==> config.mk <==
export PLATFORM = sky130hd
export DESIGN_NAME = round_robin_arbiter_flat
export DESIGN_NICKNAME = d
export VERILOG_FILES = /design/src/rtl/round_robin_arbiter_pkg.sv /design/src/rtl/round_robin_arbiter_if.sv /design/src/rtl/round_robin_arbiter_fixed_prio_arb.sv /design/src/rtl/round_robin_arbiter.sv /design/src/flat_wrapper.sv
export SDC_FILE = /design/constraint.sdc
export NUM_CORES = 1
export LEC_CHECK = 0
export ABC_AREA = 1
export BUFFER_PORTS_ARGS = -buffer_cell sky130_fd_sc_hd__buf_4
export CORE_AREA = 2 2 39 41
export DETAILED_ROUTE_END_ITERATION = 8
export DIE_AREA = 0 0 41 43
export HOLD_SLACK_MARGIN = 0.15
export PLACE_DENSITY = 0.56
export SETUP_SLACK_MARGIN = 0.02
export SYNTH_ARGS = -nofsm -noshare
export SYNTH_HDL_FRONTEND = slang
export SYNTH_SLANG_ARGS = --single-unit
==> constraint.sdc <==
create_clock -name clk -period 1.3 [get_ports clk]
set_input_delay 0.065 -clock clk [delete_from_list [all_inputs] [get_ports clk]]
set_output_delay 0.065 -clock clk [all_outputs]
set_load 0.005 [all_outputs]
==> src/rtl/round_robin_arbiter_pkg.sv <==
// Shared constants and helpers for the round-robin arbiter slice.
// The one-hot index helper works on a fixed-width vector; callers zero-extend.
package round_robin_arbiter_pkg;

    localparam int unsigned RRA_MAX_N = 32;

    // Position of the set bit in a one-hot vector; zero vector maps to index 0.
    function automatic int unsigned rraOneHotIndex(input logic [RRA_MAX_N-1:0] oneHot);
        int unsigned idx;
        idx = 0;
        for (int i = 0; i < int'(RRA_MAX_N); i++) begin
            if (oneHot[i]) begin
                idx = i;
            end
        end
        return idx;
    endfunction

endpackage

==> src/rtl/round_robin_arbiter_if.sv <==
// Request/grant bundle between the requesters and the round-robin arbiter.
// The master modport is the requester side; the slave modport is the arbiter.
interface round_robin_arbiter_if #(
    parameter int N = 4
);

    logic [N-1:0] req;
    logic [N-1:0] grant;
    logic         grant_valid;

    modport master (
        output req,
        input  grant,
        input  grant_valid
    );

    modport slave (
        input  req,
        output grant,
        output grant_valid
    );

endinterface

==> src/rtl/round_robin_arbiter_fixed_prio_arb.sv <==
// Combinational fixed-priority picker: the lowest-index set bit of i_req wins.
// Two's-complement trick isolates the lowest set bit; an all-zero input yields zero.
module rr_fixed_prio_arb #(
    parameter int N = 4
) (
    input  logic [N-1:0] i_req,
    output logic [N-1:0] o_grant
);

    logic [N-1:0] w_reqMinusOne;

    always_comb begin
        w_reqMinusOne = i_req - N'(1);
        o_grant       = i_req & ~w_reqMinusOne;
    end

endmodule

==> src/rtl/round_robin_arbiter.sv <==
// N-way round-robin arbiter with a registered one-hot grant, re-arbitrated every cycle.
// The last winner drops to lowest priority; idle cycles leave the pointer untouched.
module round_robin_arbiter
    import round_robin_arbiter_pkg::*;
#(
    parameter int N = 4
) (
    input  logic                clk,
    input  logic                rstn,
    round_robin_arbiter_if.slave bus
);

    localparam int IDX_W = (N > 1) ? $clog2(N) : 1;
    localparam logic [IDX_W-1:0] LAST_RESET = IDX_W'(N - 1);

    logic [IDX_W-1:0] r_last;
    logic [N-1:0]     r_grant;
    logic             r_grantValid;

    logic [N-1:0]     w_mask;
    logic [N-1:0]     w_maskedReq;
    logic [N-1:0]     w_maskedGrant;
    logic [N-1:0]     w_rawGrant;
    logic [N-1:0]     w_nextGrant;
    logic [IDX_W-1:0] w_nextIdx;

    // Only requesters above the last winner are eligible in the masked pass.
    always_comb begin
        w_mask = '0;
        for (int i = 0; i < N; i++) begin
            w_mask[i] = (i > int'(r_last));
        end
        w_maskedReq = bus.req & w_mask;
    end

    rr_fixed_prio_arb #(.N(N)) u_maskedPick (
        .i_req   (w_maskedReq),
        .o_grant (w_maskedGrant)
    );

    rr_fixed_prio_arb #(.N(N)) u_rawPick (
        .i_req   (bus.req),
        .o_grant (w_rawGrant)
    );

    // Fall back to the unmasked pick when nobody above the pointer is asking (wrap-around).
    always_comb begin
        w_nextGrant = (|w_maskedGrant) ? w_maskedGrant : w_rawGrant;
        w_nextIdx   = IDX_W'(rraOneHotIndex(RRA_MAX_N'(w_nextGrant)));
    end

    always_ff @(posedge clk) begin
        if (!rstn) begin
            r_grant      <= '0;
            r_grantValid <= 1'b0;
            r_last       <= LAST_RESET;
        end else begin
            r_grant      <= w_nextGrant;
            r_grantValid <= |w_nextGrant;
            if (|w_nextGrant) begin
                r_last <= w_nextIdx;
            end
        end
    end

    assign bus.grant       = r_grant;
    assign bus.grant_valid = r_grantValid;

endmodule

==> src/flat_wrapper.sv <==
// flat-port wrapper written by rule: the top's interface ports become plain ports
module round_robin_arbiter_flat import round_robin_arbiter_pkg::*;
#(
    parameter int N = 4
)
  (clk, rstn, bus_req, bus_grant, bus_grant_valid);
  round_robin_arbiter_if #(.N(N)) bus_i ();
  input  logic clk;
  input  logic rstn;
  input wire logic [$bits(bus_i.req)-1:0] bus_req;
  output wire logic [$bits(bus_i.grant)-1:0] bus_grant;
  output wire logic [$bits(bus_i.grant_valid)-1:0] bus_grant_valid;
  assign bus_i.req = bus_req;
  assign bus_grant = bus_i.grant;
  assign bus_grant_valid = bus_i.grant_valid;
  round_robin_arbiter #(.N(N)) u_core (.clk(clk), .rstn(rstn), .bus(bus_i));
endmodule
==> metrics.txt, run 1 <==
Pins Over Slew Limit=0; Chip Width=41 um; unrepaired setup endpoints after global routing=no; Final ANT Viol Nets=0; largest net degree at the start of global routing=7; H-tree Lvls=1; # port buffers=10; CP Capture Type=flop; maxcap violations=0; post-layout instance area=485 um^2; Root Buffer=clkbuf_4; die area=0.00176 mm^2; WL/cell=8.43 um; CP Cell Sequence=dlygate4sd3_1, buf_4, nor2_4, nand3_1, nand2_1, nand3_2, buf_4, nand2_1, nor2_1, nand2_1; post-synthesis adder-cell area fraction=0; Worst EP required=1.49 ns; Max clock buf depth=2; Final Cycle Share=0.915; worst hold slack=0.173 ns; min Tclk post-route=1.19 ns; Overflow after GRT=0; post-synth net total=49; most common cell after layout, fill and taps aside=buf_4; crit path max-delay cell type=dlygate4sd3_1; mux contribution to synthesized area=0; Placer Congestion=0.784; pwr dens=1350 mW/mm^2; row cnt=14; Area contributors post-synth=dfxtp_1, nand2_1, nand3_1; antenna violations before repair=0; sequential area share after synthesis=0.436; worst endpoint data arrival time=1.38 ns; first-pass GRT wire length=1000 um; area fraction in compound gates after synthesis=0.0428; Slew Limit Headroom=0.863; hold path depth=4; placed insts=69; # IOs=11; drt via density=4.24; DP Worst Slack=0.215 ns; CTS tree=done; critical path fanouts, max=3; Leak=0.257 nW; total negative slack=0 ns; crit path launch type=input pin; largest family of logic cells by synthesized area=simple AND/OR/NAND/NOR gates; Layout Nets=67; Finished Core Util=0.351; gr usage total=0.0863; Core ar.=0.00138 mm^2; clk sinks=7; Ys Warns=0; Starting Density=0.232; Final Non-Filler Cells=76; die height=43 um; Pre-antenna DRT Iters=4; dpl hpwl=487 um; Initial DRC Count=6; setup violators final=0; fraction of layout cells with a size suffix above 1=0.433; Cell Area, Synth=322 um^2; DP Area=417 um^2; setup slack after layout=0.111 ns; Syn-to-layout area delta=51.0%; Ant. Diodes=0; XOR/XNOR Fraction of Synth Area=0; worst min path class=input pin to flop; register bit total from synthesis=7; Simple-Gate Fraction of Synth Area=0.451; reg2reg setup slack=0.17 ns; Total Wirelength=641 um; reg2reg path depth=7; Clock Skew=0.00310 ns; status=finished clean; largest area contributor in the netlist=dfxtp_1; most frequent CP cell=nand2_1; # DRC=0; Avg Inst Size Synth=7.48 um^2; post-synth top area share=0.436; most frequent cells in the layout=buf_4, nand2_1, dfxtp_1, inv_1, nor2_1; CP Class=input pin to flop; post-synthesis cell count=43; Final Hold Viols=0; Worst-Skew Late Latency=0.24 ns; largest vdd supply drop=0.449 mV; clock buffer count from CTS=3; post-synthesis cell type count=14; Worst Max-Slew Pin Slew=0.204 ns; Clock Pin Slew Worst Setup and Hold Paths=0.05 ns; CP max stage delay=0.53 ns; Overall Power=0.654 mW; vias in the first global route=277; vias=322; fmax=841 MHz
[report_power, final]
part	switching [mW]	internal [mW]
Clock	0.0698	0.116
Sequential	0.0158	0.247
Combinational	0.111	0.0942
Total	0.196	0.458
[flip-flops by register name, summed over array words and instances (netlist names)]
| register | cells |
|---|---|
| u_core.bus.grant_valid | 1 |
| u_core.bus.grant | 4 |
| u_core.r_last | 2 |
[synth_stat cells, drive strengths merged]
cell / instances
nand3: 6
a21oi: 2
inv: 6
nand2: 12
dfxtp: 7
nor3: 1
nor2: 8
nand4: 1
[worst max-delay path, delay by kind of cell]
| kind | cells | cell delay (ns) |
|---|---|---|
| buf+inv | 3 | 0.83 |
| simple gates | 7 | 0.50 |
[cell families (layout without fill, tap and decap cells)]
logic type	after synthesis	after routing
and+or+nand+nor	28	28
DFF	7	7
buffers and inverters	6	23
AOI/OAI and AO/OA	2	2
[worst paths after layout]
path,startpoint,to
worst max-delay path,bus_req[0],u_core.r_last[0]
worst max register to register,u_core.r_last[0],u_core.r_last[0]
worst min-delay path,bus_req[3],u_core.bus.grant[0]
worst min register to register,u_core.r_last[0],u_core.r_last[0]
[timing repair]
action                     CTS  global route
hold endpoints to repair     6             0
resized for setup            0             4
hold buffers                 2             0
buffers inserted             0             1
setup endpoints to repair    0             3
[routing by layer]
metal / vias up / wire length, um / track usage
li1: 170 / - / -
met1: 132 / 252 / 0.0962
met2: 18 / 307 / 0.119
met3: 2 / 73 / 0.0628
met4: 0 / 6 / 0.0400
met5: - / 0 / 0
[area by class of cell]
| type | count | area (um^2) |
|---|---|---|
| clock buffers | 4 | 26.3 |
| inverters | 6 | 22.5 |
| flip-flops and latches | 7 | 140 |
| repair buffers | 13 | 103 |
| well taps | 16 | 20.0 |
| fillers | 149 | 898 |
| multi-input cells | 30 | 174 |
No activity file was read; power rests on OpenSTA's default activity.
==> inputs of run 2 (changes only) <==
--- a/config.mk
+++ b/config.mk
@@ -8,6 +8,7 @@
 export ABC_AREA = 1
 export BUFFER_PORTS_ARGS = -buffer_cell sky130_fd_sc_hd__buf_4
 export CORE_AREA = 2 2 39 41
+export CTS_BUF_LIST = sky130_fd_sc_hd__clkbuf_8
 export DETAILED_ROUTE_END_ITERATION = 8
 export DIE_AREA = 0 0 41 43
 export HOLD_SLACK_MARGIN = 0.15
==> run 2 against run 1 <==
Against the previous run: critical path depth decreased by 1; combinational power decreased by 11%; cell count decreased by 1.3%; cell area decreased by 0.77%; total power increased by 11%; via count decreased by 5.0%; flip-flop and latch count unchanged.
==> metrics.txt, run 2 (synthesis gave the netlist of run 1 again) <==
status=finished clean (unchanged); crit path launch type=flop (was input pin); largest net degree at the start of global routing=7 (unchanged); Layout Nets=66 (was 67); most frequent CP cell=nand2_1 (unchanged); CP top delay family=simple AND/OR/NAND/NOR gates (was buffers and inverters); max reg flops=4 (unchanged); met1 WL=251 um (was 252 um); gr usage total=0.0873 (was 0.0863); total negative slack=0 ns (unchanged); clock buffer count from CTS=3 (unchanged); Clock Pin Slew Worst Setup and Hold Paths=0.04 ns (was 0.05 ns); Pins Over Slew Limit=0 (unchanged); worst min path class=input pin to flop (unchanged); crit path max-delay cell type=dfxtp_1 (was dlygate4sd3_1); DR top layer=met4 (unchanged); die area=0.00176 mm^2 (unchanged); clk sinks=7 (unchanged); Ant. Diodes=0 (unchanged); Syn-to-layout area delta=49.8% (was 51.0%); Pre-antenna DRT Iters=4 (unchanged); H-tree Lvls=1 (unchanged); Slew Limit Headroom=0.894 (was 0.863); critical path fanouts, max=4 (was 3); Worst EP required=1.41 ns (was 1.49 ns); area of the multi-input gates=159 um^2 (was 174 um^2); fill count=148 (was 149); worst endpoint data arrival time=1.19 ns (was 1.38 ns); die height=43 um (unchanged); Worst Path Buf+Inv=1 (was 3); unrepaired setup endpoints after global routing=no (unchanged); first-pass GRT wire length=1010 um (was 1000 um); row cnt=14 (unchanged); fraction of layout cells with a size suffix above 1=0.373 (was 0.433); setup violators final=0 (unchanged); CP Cell Sequence=nand2_1, nand2_2, nand3_1, nand2_1, nand2_1, nand2_1, inv_2, nand3_1, nand2_1 (was dlygate4sd3_1, buf_4, nor2_4, nand3_1, nand2_1, nand3_2, buf_4, nand2_1, nor2_1, nand2_1); Worst Max-Slew Pin Slew=0.158 ns (was 0.204 ns); maxcap violations=0 (unchanged); pwr dens=1510 mW/mm^2 (was 1350 mW/mm^2); # IOs=11 (unchanged); CP Class=flop to flop (was input pin to flop); CP Capture Type=flop (unchanged); largest vdd supply drop=0.713 mV (was 0.449 mV); Total Wirelength=575 um (was 641 um); Root Buffer=clkbuf_8 (was clkbuf_4); Max clock buf depth=2 (unchanged); Initial DRC Count=3 (was 6); CP max stage delay=0.36 ns (was 0.53 ns); CTS tree=done (unchanged); Leak=0.262 nW (was 0.257 nW); WL/cell=7.67 um (was 8.43 um); routed wl met2=259 um (was 307 um); drt via density=4.08 (was 4.24); antenna violations before repair=0 (unchanged); Starting Density=0.232 (unchanged); # port buffers=10 (unchanged); Final Cycle Share=0.831 (was 0.915); most common cell after layout, fill and taps aside=buf_4 (unchanged); met3 wire length=59 um (was 73 um); dpl hpwl=487 um (unchanged); Core ar.=0.00138 mm^2 (unchanged); register area=140 um^2 (unchanged); Clock Skew=0.000170 ns (was 0.00310 ns); Final ANT Viol Nets=0 (unchanged); fmax=926 MHz (was 841 MHz); # DRC=0 (unchanged); vias=306 (was 322); Worst-Skew Late Latency=0.22 ns (was 0.24 ns); Finished Core Util=0.348 (was 0.351); Placer Congestion=0.784 (unchanged); post-CTS sizing=0 (unchanged); Chip Width=41 um (unchanged); most frequent cells in the layout=buf_4, nand2_1, dfxtp_1, nor2_1, inv_1 (was buf_4, nand2_1, dfxtp_1, inv_1, nor2_1); vias in the first global route=272 (was 277); min Tclk post-route=1.08 ns (was 1.19 ns); Final Hold Viols=0 (unchanged); Overflow after GRT=0 (unchanged)
[run 2: changes by cell type in the layout (fill, tap and decap cells not counted), sizes merged]
cell    change
buf         -1
clkbuf      -1
inv         +1
[run 2: metal layers]
| layer | GRT usage | up-vias |
|---|---|---|
| met5 | 0 | - |
| met4 | 0.0400 | 0 |
| met3 | 0.0628 | 2 |
| met2 | 0.122 | 10 |
| met1 | 0.0962 | 128 |
| li1 | - | 166 |
[run 2: repair_timing]
action / 4_1_cts / 5_1_grt
buffers inserted: 0 / 0
hold endpoints to repair: 4 / 0
hold buffers: 2 / 0
[run 2: through the flow]
stage	area, um^2	hold slack, ns	setup WS [ns]	cells	total power [mW]
6_report	482	0.187	0.220	75	0.728
5_1_grt	482	0.207	0.0774	75	0.782
4_1_cts	482	0.188	0.206	75	0.743
3_5_place_dp	417	0.295	0.215	69	0.446
3_3_place_gp	417	0.299	0.212	69	0.445
2_1_floorplan	322	0.149	0.302	43	0.385
[run 2: tightest hold or removal path: stages]
cell     delay [ns]
buf_4          0.09
nor2_1         0.04
nand4_2        0.09
a21oi_1        0.06
[run 2: area by class of cell]
cell class	count	share of cell area
Clock inverter	1	0.00779
Clock buffer	3	0.0857
Tap cell	16	0.0416
Sequential cell	7	0.291
Timing Repair Buffer	12	0.197
Inverter	6	0.0468
Multi-Input combinational cell	30	0.330
[run 2: worst paths after layout]
kind / from / to / slack, ns / cells after the start
worst max-delay path: u_core.r_last[1] / u_core.r_last[0] / 0.22 / 9
worst min-delay path: bus_req[0] / u_core.bus.grant[1] / 0.19 / 4
worst max register to register: u_core.r_last[1] / u_core.r_last[0] / 0.22 / 9
worst min register to register: u_core.r_last[0] / u_core.r_last[0] / 0.48 / 2
[run 2: power breakdown]
group | leakage [nW] | internal (mW) | switching [mW]
clock | 0.0269 | 0.203 | 0.0800
sequential | 0.0579 | 0.248 | 0.0150
combinational | 0.177 | 0.0830 | 0.0989
==> inputs of run 3 (changes only) <==
--- a/config.mk
+++ b/config.mk
@@ -12,7 +12,7 @@
 export DETAILED_ROUTE_END_ITERATION = 8
 export DIE_AREA = 0 0 41 43
 export HOLD_SLACK_MARGIN = 0.15
-export PLACE_DENSITY = 0.56
+export PLACE_DENSITY = 0.58
 export SETUP_SLACK_MARGIN = 0.02
 export SYNTH_ARGS = -nofsm -noshare
 export SYNTH_HDL_FRONTEND = slang
==> constraint.sdc (replaced) <==
create_clock -name clk -period 0.89 [get_ports clk]
set_input_delay 0.0445 -clock clk [delete_from_list [all_inputs] [get_ports clk]]
set_output_delay 0.0445 -clock clk [all_outputs]
set_load 0.005 [all_outputs]
==> run 3 against run 2 <==
Against the previous run: the run now ends with negative setup slack left; flip-flop and latch count unchanged; sequential share of layout area down 4.7 points; cell count is 8.0% higher; clock skew barely moved; cell area rose by 25%; count of clock-buffer cells in the layout unchanged; via count up 11%; first-iteration DRC count grew to 3.0 times the previous value; total power increased by 67%; critical endpoint is now u_core.r_last[1].
==> metrics.txt, run 3 (synthesis gave the netlist of run 1 again) <==
status=finished, violations left (was finished clean); violated checks=negative setup slack; crit path launch type=flop (unchanged); Max clock buf depth=2 (unchanged); setup violators final=6 (was 0); most frequent cells in the layout=buf_4, inv_1, nand2_1, dfxtp_1 (was buf_4, nand2_1, dfxtp_1, nor2_1, inv_1); most common cell after layout, fill and taps aside=buf_4 (unchanged); WL/cell=9.02 um (was 7.67 um); gr usage total=0.102 (was 0.0873); Starting Density=0.232 (unchanged); die area=0.00176 mm^2 (unchanged); CP max stage delay=0.37 ns (was 0.36 ns); unrepaired setup endpoints after global routing=yes (was no); # DRC=0 (unchanged); Worst Path Buf+Inv=1 (unchanged); worst endpoint data arrival time=1.17 ns (was 1.19 ns); Root Buffer=clkbuf_8 (unchanged); fill count=149 (was 148); Overall Power=1.22 mW (was 0.728 mW); fraction of layout cells with a size suffix above 1=0.600 (was 0.373); Initial DRC Count=9 (was 3); CP Class=flop to flop (unchanged); vias=339 (was 306); clock buffer count from CTS=3 (unchanged); H-tree Lvls=1 (unchanged); Final Hold Viols=0 (unchanged); Switching Fraction=0.300 (was 0.267); CP top delay family=simple AND/OR/NAND/NOR gates (unchanged); Worst EP required=1.00 ns (was 1.41 ns); reg2reg setup slack=-0.18 ns (was 0.22 ns); Final ANT Viol Nets=0 (unchanged); Leak=0.315 nW (was 0.262 nW); worst hold slack=0.177 ns (was 0.187 ns); R2R Path End=u_core.r_last[1] (was u_core.r_last[0]); # port buffers=10 (unchanged); Layout Nets=72 (was 66); critical path fanouts, max=4 (unchanged); Int Pwr=0.852 mW (was 0.534 mW); CP Cell Sequence=inv_1, nand2_4, nand3_2, nor2_4, nor2_4, nand2_1, nand3_1 (was nand2_1, nand2_2, nand3_1, nand2_1, nand2_1, nand2_1, inv_2, nand3_1, nand2_1); Clock Pin Slew Worst Setup and Hold Paths=0.04 ns (about the same); Critical Path Sink=u_core.r_last[1] (was u_core.r_last[0]); Syn-to-layout area delta=87.9% (was 49.8%); placed insts=73 (was 69); Ant. Diodes=0 (unchanged); row cnt=14 (unchanged); die height=43 um (unchanged); Overflow after GRT=0 (unchanged); WP depth=7 (was 9); hold path depth=4 (unchanged); Sequential Power Share=0.336 (was 0.361); drt via density=4.19 (was 4.08); maxcap violations=0 (unchanged); pwr dens=2020 mW/mm^2 (was 1510 mW/mm^2); largest vdd supply drop=0.631 mV (was 0.713 mV); clk sinks=7 (unchanged); max reg flops=4 (unchanged); Pre-antenna DRT Iters=4 (unchanged); Placer Congestion=0.734 (was 0.784); Final Non-Filler Cells=81 (was 75); dpl hpwl=477 um (was 487 um); most frequent CP cell=nor2_4 (was nand2_1); worst min path class=input pin to flop (unchanged); CP Capture Type=flop (unchanged); Slew Limit Headroom=0.872 (was 0.894); Worst Setup SP=u_core.r_last[1] (unchanged); fmax=937 MHz (was 926 MHz); first-pass GRT wire length=1180 um (was 1010 um); Final Cycle Share=1.20 (was 0.831); reg2reg path depth=7 (was 9); Core ar.=0.00138 mm^2 (unchanged); min Tclk post-route=1.07 ns (was 1.08 ns); Chip Width=41 um (unchanged); Worst-Skew Late Latency=0.22 ns (about the same); CTS tree=done (unchanged); # IOs=11 (unchanged); Clock Skew=0.000601 ns (was 0.000170 ns); crit path max-delay cell type=dfxtp_4 (was dfxtp_1); largest net degree at the start of global routing=7 (unchanged); Total Wirelength=731 um (was 575 um); setup slack after layout=-0.177 ns (was 0.220 ns); r2r startpoint=u_core.r_last[1] (unchanged); Pins Over Slew Limit=0 (unchanged); clock share of power=0.352 (was 0.389); NetSw=0.366 mW (was 0.194 mW); Worst Max-Slew Pin Slew=0.192 ns (was 0.158 ns); Finished Core Util=0.437 (was 0.348); combinational group share of total power=0.313 (was 0.250); antenna violations before repair=0 (unchanged); vias in the first global route=295 (was 272)
run 3: cell types whose count changed in the layout (fill, tap and decap cells not counted), sizes merged:
cell	before	now
buf	10	16
run 3: worst register-to-register path, delay by kind of cell (launching register included):
| family | cells | cell delay (ns) |
|---|---|---|
| buf+inv | 1 | 0.07 |
| flops | 1 | 0.37 |
| simple gates | 6 | 0.51 |
run 3: timing repair:
action	CTS	global route
endpoints found under the hold margin	7	0
cloned	0	0
setup buffers	1	1
hold buffers	2	0
setup endpoints to repair	6	7
gates resized for setup	1	15
pin swaps	1	11
run 3: per-stage QoR:
step                      area, um^2  TNS (ns)  worst slack (ns)
after global placement           457    -0.664            -0.167
after detailed placement         457    -0.669            -0.168
final                            604    -0.760            -0.177
after global routing             604     -1.24            -0.271
after CTS                        534    -0.755            -0.166
after floorplan                  332    -0.211           -0.0762
run 3: cell type report:
| type | count | area, um^2 | share of cell area |
|---|---|---|---|
| clock buffer | 3 | 41.3 | 0.0683 |
| clock inverter | 1 | 3.75 | 0.00621 |
| inverter | 6 | 22.5 | 0.0373 |
| multi-input combinational | 30 | 229 | 0.379 |
| sequential | 7 | 148 | 0.244 |
| tap | 16 | 20.0 | 0.0331 |
| timing repair buffer | 18 | 140 | 0.232 |
run 3: power groups by stage:
stage          clock (mW)  combinational, mW  sequential, mW
6_report            0.428              0.381           0.409
2_1_floorplan           0              0.185           0.394
3_3_place_gp            0              0.303           0.393
3_5_place_dp            0              0.305           0.393
5_1_grt             0.467              0.431           0.417
4_1_cts             0.448              0.316           0.389
run 3: worst min path at each step:
| stage | start | endpoint | slack, ns |
|---|---|---|---|
| after floorplan | rstn | u_core.r_last[1] | 0.13 |
| after global routing | bus_req[3] | u_core.bus.grant[0] | 0.21 |
| final | bus_req[3] | u_core.bus.grant[0] | 0.18 |
| after detailed placement | rstn | u_core.r_last[1] | 0.28 |
| after CTS | bus_req[2] | u_core.bus.grant[0] | 0.20 |
| after global placement | rstn | u_core.r_last[1] | 0.26 |
run 3: per-layer routing:
metal / part of all wire / vias to the layer above / routed length [um] / GRT usage
met5: 0 / - / 0 / 0
met2: 0.52 / 11 / 381 / 0.150
li1: - / 180 / - / -
met1: 0.39 / 146 / 283 / 0.116
met3: 0.067 / 2 / 49 / 0.0157
met4: 0.023 / 0 / 17 / 0.100
